### config.mk
export PLATFORM = sky130hd
export DESIGN_NAME = sandbox_host_link
export DESIGN_NICKNAME = d
export VERILOG_FILES = /design/src/rtl/sandbox_host_link.sv
export SDC_FILE = /design/constraint.sdc
export NUM_CORES = 1
export LEC_CHECK = 0
export CORE_ASPECT_RATIO = 0.7
export CORE_UTILIZATION = 54
export CTS_CLUSTER_SIZE = 30
export DETAILED_ROUTE_END_ITERATION = 8
export GPL_TIMING_DRIVEN = 0
export PLACE_DENSITY = 0.85
export SYNTH_ARGS = -nofsm -noshare
export SYNTH_HDL_FRONTEND = slang
export SYNTH_SLANG_ARGS = --single-unit
### constraint.sdc
create_clock -name masterClock -period 4.44 [get_ports masterClock]
set_clock_uncertainty 0.05 [all_clocks]
set_input_delay 0.888 -clock masterClock [delete_from_list [all_inputs] [get_ports masterClock]]
set_output_delay 0.888 -clock masterClock [all_outputs]
set_load 0.01 [all_outputs]
### src/rtl/sandbox_host_link.sv
// Host-side byte link for the sandbox process interface.
// Assembles 5-byte request frames (control + 32-bit data, LSB first) from
// the host receiver, presents them to the sandbox, and serialises the
// 5-byte response (status + 32-bit data, LSB first) back to the host
// transmitter. Partial frames are abandoned after TIMEOUT_CYCLES idle cycles.
module sandbox_host_link #(
  parameter int unsigned TIMEOUT_CYCLES = 1000
) (
  input  logic        masterClock,
  input  logic        reset,
  input  logic        rxValid,
  input  logic [7:0]  rxByte,
  input  logic        txReady,
  output logic        txValid,
  output logic [7:0]  txByte,
  output logic        dataReceived,
  output logic [7:0]  control,
  output logic [31:0] inputData,
  input  logic        clearDR,
  input  logic        transmitData,
  input  logic [7:0]  status,
  input  logic [31:0] outputData,
  output logic        frameTimeout,
  output logic [7:0]  dropCount
);

  localparam logic [15:0] TIMEOUT_LIMIT = 16'(TIMEOUT_CYCLES);

  typedef enum logic [1:0] {
    RX_COLLECT,
    WAIT_SANDBOX,
    TX_SEND,
    WAIT_RELEASE
  } linkState_t;

  linkState_t  state;
  logic [2:0]  byteIndex;
  logic [15:0] idleCount;
  logic [39:0] respBuffer;

  logic [16:0] idleNext;
  logic        idleExpired;
  logic        lastRxByte;
  logic        lastTxByte;
  logic [2:0]  nextIndex;

  function automatic logic [7:0] pickByte(input logic [39:0] buffer,
                                          input logic [2:0]  sel);
    logic [7:0] result;
    case (sel)
      3'd0:    result = buffer[7:0];
      3'd1:    result = buffer[15:8];
      3'd2:    result = buffer[23:16];
      3'd3:    result = buffer[31:24];
      3'd4:    result = buffer[39:32];
      default: result = '0;
    endcase
    return result;
  endfunction

  // Idle-count arithmetic and frame-position decodes.
  // The timeout fires on the idle cycle that would carry the count to the
  // limit, so an rxValid arriving in that same cycle still wins.
  always_comb begin
    idleNext    = {1'b0, idleCount} + 17'd1;
    idleExpired = (idleNext >= {1'b0, TIMEOUT_LIMIT});
    lastRxByte  = (byteIndex == 3'd4);
    lastTxByte  = (byteIndex == 3'd4);
    nextIndex   = byteIndex + 3'd1;
  end

  // Link FSM: request assembly, sandbox handshake, response serialisation.
  always_ff @(posedge masterClock) begin
    if (reset) begin
      state        <= RX_COLLECT;
      byteIndex    <= '0;
      idleCount    <= '0;
      txValid      <= 1'b0;
      txByte       <= '0;
      dataReceived <= 1'b0;
      control      <= '0;
      inputData    <= '0;
      frameTimeout <= 1'b0;
      respBuffer   <= '0;
    end else begin
      frameTimeout <= 1'b0;
      case (state)
        RX_COLLECT: begin
          if (rxValid) begin
            idleCount <= '0;
            case (byteIndex)
              3'd0:    control         <= rxByte;
              3'd1:    inputData[7:0]   <= rxByte;
              3'd2:    inputData[15:8]  <= rxByte;
              3'd3:    inputData[23:16] <= rxByte;
              default: inputData[31:24] <= rxByte;
            endcase
            if (lastRxByte) begin
              byteIndex    <= '0;
              dataReceived <= 1'b1;
              state        <= WAIT_SANDBOX;
            end else begin
              byteIndex <= nextIndex;
            end
          end else if (byteIndex != 3'd0) begin
            if (idleExpired) begin
              byteIndex    <= '0;
              idleCount    <= '0;
              frameTimeout <= 1'b1;
            end else begin
              idleCount <= idleNext[15:0];
            end
          end else begin
            idleCount <= '0;
          end
        end

        WAIT_SANDBOX: begin
          idleCount <= '0;
          if (transmitData) begin
            respBuffer <= {outputData, status};
            byteIndex  <= '0;
            txValid    <= 1'b1;
            txByte     <= status;
            state      <= TX_SEND;
          end else if (clearDR) begin
            dataReceived <= 1'b0;
            state        <= WAIT_RELEASE;
          end
        end

        TX_SEND: begin
          idleCount <= '0;
          if (clearDR) begin
            dataReceived <= 1'b0;
          end
          if (txValid && txReady) begin
            if (lastTxByte) begin
              txValid   <= 1'b0;
              byteIndex <= '0;
              state     <= WAIT_RELEASE;
            end else begin
              byteIndex <= nextIndex;
              txByte    <= pickByte(respBuffer, nextIndex);
            end
          end
        end

        WAIT_RELEASE: begin
          idleCount <= '0;
          if (clearDR) begin
            dataReceived <= 1'b0;
          end
          if (!dataReceived && !transmitData && !clearDR) begin
            state <= RX_COLLECT;
          end
        end

        default: begin
          state     <= RX_COLLECT;
          byteIndex <= '0;
          idleCount <= '0;
          txValid   <= 1'b0;
        end
      endcase
    end
  end

  // Saturating count of host bytes that arrive while no request is being collected.
  always_ff @(posedge masterClock) begin
    if (reset) begin
      dropCount <= '0;
    end else if (rxValid && (state != RX_COLLECT) && (dropCount != 8'hFF)) begin
      dropCount <= dropCount + 8'd1;
    end
  end

endmodule

==> summary.txt <==
Routing
  – Drt wl/cell: ~16 µm
  – First drt pass iteration count: 5
  – Vias per Instance: 5.590
  – Starting DRT DRC Count: ~490
  – DRT Wirelength: between 10000 and 15000 µm
  – Via count: roughly 5000
  – Drt drc: 0
  – Final ANT Viol Nets: 0

Hold path
  – Hold Startpoint: inputData[9]
  – Hold Crit Depth: 2
  – Worst hold path class: flip-flop to flip-flop
  – Hold path endpoint: inputData[9]

Clocking
  – CTS Sinks: 120
  – Post-cts resize count: 0
  – CTS tree: done
  – Clk root buf: clkbuf_16
  – CTS Buf Count: 17
  – Clock latency on the worst-skew pair: about 0.42 ns
  – Bufs on Longest Clock Path: 2
  – H-tree Lvls: 4
  – Reg clk slew, reported paths: approximately 0.06 ns
  – Hold-fix buffers, CTS: 0
  – Postcts setup bufs: 0

STA
  – Fin Hold WS: between 0.4 and 0.5 ns
  – Final Cycle Share: 0.6809
  – Final setup fails: 0
  – Number of hold violations in the final report: 0
  – Peak Freq: between 300 and 400 MHz
  – Rel. slew slack: 0.2566
  – Worst Setup Slack, final: approximately 1.4 ns
  – Worst Max-Slew Pin Slew: roughly 1.1 ns
  – Tmin final: a little over 3 ns
  – Unrepaired setup endpoints after global routing: no
  – Setup TNS: 0 ns
  – Slew Limit Fails: 0

Power
  – Tot Pwr: approximately 2.9 mW
  – Max rail drop VDD: roughly 340 µV
  – Logic pwr share: 0.135
  – Pint: 2.144 mW
  – Clock power frac: 0.465
  – P_sw: around 0.77 mW
  – Pwr Density: between 400 and 500 mW/mm²
  – Flop pwr share: 0.400
  – Leak: about 2.5 nW
  – Sw Ratio: 0.2644

Floorplan
  – Die X: between 100 and 150 µm
  – Row count: 29
  – Initial Util: 0.5607
  – Core area: between 0.009 and 0.01 mm²
  – Die height: about 83 µm
  – Die Footprint: 0.009855 mm²
  – Boundary pin count: 113

Synthesis
  – Post-synthesis register bit count: 120
  – Post-synth EDFFs: 0
  – Register area share after synthesis: 0.4705
  – Synth Area in Compound Gates: 0.1441
  – Largest family of logic cells by synthesized area: simple AND/OR/NAND/NOR gates
  – Synth Area in Adders: 0.03676
  – Post-Synth Simple-Gate Area: 0.2365
  – Syn. warnings: 0
  – Mean area per synthesized cell: between 8 and 9 µm²
  – Post-synthesis mux area share: 0.04582
  – Post-Synthesis Cell Area: slightly above 0.005 mm²
  – Post-synthesis xor/xnor area fraction: 0.02744
  – Async SR Flop Fraction: 0
  – Netlist cell types: 53
  – Predominant post-synthesis flop cell: dfxtp_1
  – Cells after Synth: 619

Cells and area
  – Area of the multi-input gates: 0.002527 mm²
  – Fillers: around 640
  – Area growth from synthesis to layout: 36.88%
  – Diodes inserted: 0
  – Share of post-route cells with drive strength above 1: 0.07682
  – Layout Nets: 824
  – FF+latch area: roughly 0.0024 mm²
  – Final Non-Filler Cells: 892

Global routing
  – Largest net degree at the start of global routing: 17
  – Initial antenna violation count: 0
  – Total GRT Usage: 0.3125
  – Global-route wire length before repair: 23810 µm
  – Global route overflow: 0
  – Vias in the first global route: 4955

Setup path
  – Reg-to-Reg Start: idleCount[2]
  – Worst Path Max Fanout: 6
  – Flop2flop setup slack: approximately 1.6 ns
  – CP arrival: around 3.3 ns
  – Critical Path Start Type: primary input
  – CP endpoint kind: flip-flop
  – Critical path class: primary input to flip-flop
  – Worst r2r dst: byteIndex[2]
  – Worst Path Required: around 4.7 ns
  – Cells on worst reg2reg path: 7

Placed design
  – Port-buffer cells: 112
  – GP Congestion: approximately 0.86
  – Pre-CTS setup slack: between 1 and 1.5 ns
  – Placed cells: between 800 and 900
  – Detailed placer's ending HPWL: 10300 µm

Flow run
  – Max-cap violations: 0

Run status
  – Status: completed
worst max path at each step:
stage / from / to / slack [ns] / depth (start not counted)
finish: rxValid / dropCount[7] / 1.42 / 7
global route: rxValid / dropCount[7] / 1.17 / 7
CTS: rxValid / dropCount[7] / 1.41 / 7
detailed placement: rxValid / dropCount[5] / 1.12 / 6
global placement: rxValid / dropCount[5] / 1.29 / 6
floorplan: idleCount[0] / byteIndex[0] / 2.05 / 8
cells in the final DEF (no fill, tap or decap), types with 2 or more instances in the layout:
master / synthesis / final
buf_1: 4 / 4
nand4_1: 3 / 3
mux2i_1: 20 / 20
conb_1: 1 / 6
a21oi_1: 77 / 77
xnor2_1: 11 / 11
nor3_1: 6 / 6
and3_1: 2 / 2
a222oi_1: 8 / 8
and2_1: 5 / 5
clkbuf_16: 0 / 17
inv_6: 0 / 2
clkinvlp_4: 0 / 4
inv_1: 11 / 11
xor2_1: 5 / 5
a22o_1: 8 / 8
mux2_2: 3 / 3
a31oi_1: 2 / 2
bufinv_16: 0 / 2
clkinv_2: 0 / 3
nand2b_1: 6 / 6
buf_4: 2 / 2
clkinv_4: 0 / 3
dfxtp_1: 120 / 120
or3_2: 2 / 2
nor2_2: 10 / 10
nand2_1: 156 / 156
o21ai_0: 13 / 13
clkdlybuf4s50_1: 0 / 112
ha_1: 15 / 15
nor2_1: 54 / 54
clkbuf_1: 30 / 30
nand3_1: 18 / 18
layout make-up:
type                    count  share of cell area
inverters                  11            0.005908
plain buffers              37             0.02202
well taps                 124             0.02220
multi-input cells         456              0.3616
flip-flops and latches    120              0.3437
clock buffers              18             0.06284
repair buffers            112              0.1604
clock inverters            14             0.02130
metal layers:
metal / vias up / global-route usage / wire length (µm)
met5: - / 0 / 0
li1: 2354 / - / -
met1: 2369 / 0.3940 / 6404
met4: 0 / 0.1550 / 353
met2: 226 / 0.5016 / 6767
met3: 37 / 0.07486 / 1090
cells by family after synthesis:
group,after synthesis
buffers and inverters,48
adder cells (fa/ha/maj),15
multiplexers,23
flip-flops,120
other,1
XOR/XNOR,16
AO/OA/AOI/OAI,122
AND/OR/NAND/NOR,274
power groups by stage:
stage / combinational (mW) / sequential (mW) / clock (mW)
4_1_cts: 0.386 / 1.16 / 1.36
6_report: 0.393 / 1.17 / 1.36
5_1_grt: 0.425 / 1.17 / 1.41
2_1_floorplan: 0.188 / 1.19 / 0
3_5_place_dp: 0.379 / 1.19 / 0
3_3_place_gp: 0.365 / 1.18 / 0
synthesized netlist by cell type (2+ instances only):
library cell    n  area (µm²)
nand2_1       156       585.6
dfxtp_1       120        2402
a21oi_1        77       385.4
nor2_1         54       202.7
clkbuf_1       30       112.6
mux2i_1        20       200.2
nand3_1        18       90.09
ha_1           15       187.7
o21ai_0        13       65.06
inv_1          11       41.29
xnor2_1        11       96.34
nor2_2         10       62.56
a222oi_1        8       80.08
a22o_1          8       70.07
nand2b_1        6       37.54
nor3_1          6       30.03
and2_1          5       31.28
xor2_1          5       43.79
buf_1           4       15.01
mux2_2          3       33.78
nand4_1         3       18.77
a31oi_1         2       12.51
and3_1          2       12.51
buf_4           2       15.01
or3_2           2       15.01
sequential cells by signal, indices dropped and copies added, names as in the netlist, 2 cells and up:
signal	flops
byteIndex	3
control	8
txByte	8
respBuffer	40
idleCount	16
state	2
dropCount	8
inputData	32
through the flow:
stage | instance area (µm²) | util
6_report | 6989 | 0.7674
5_1_grt | 6989 | 0.7674
4_1_cts | 6989 | 0.7674
3_5_place_dp | 6401 | 0.7028
3_3_place_gp | 6401 | 0.7028
2_1_floorplan | 5125 | -
critical path, cell delays in order:
cell and delay (ns):
clkdlybuf4s50_1 0.63, inv_1 0.10, a311oi_1 0.80, nand4_1 0.34
nor3_1 0.27, xnor2_1 0.16, nor2_1 0.06
No activity file was read; power rests on OpenSTA's default activity.
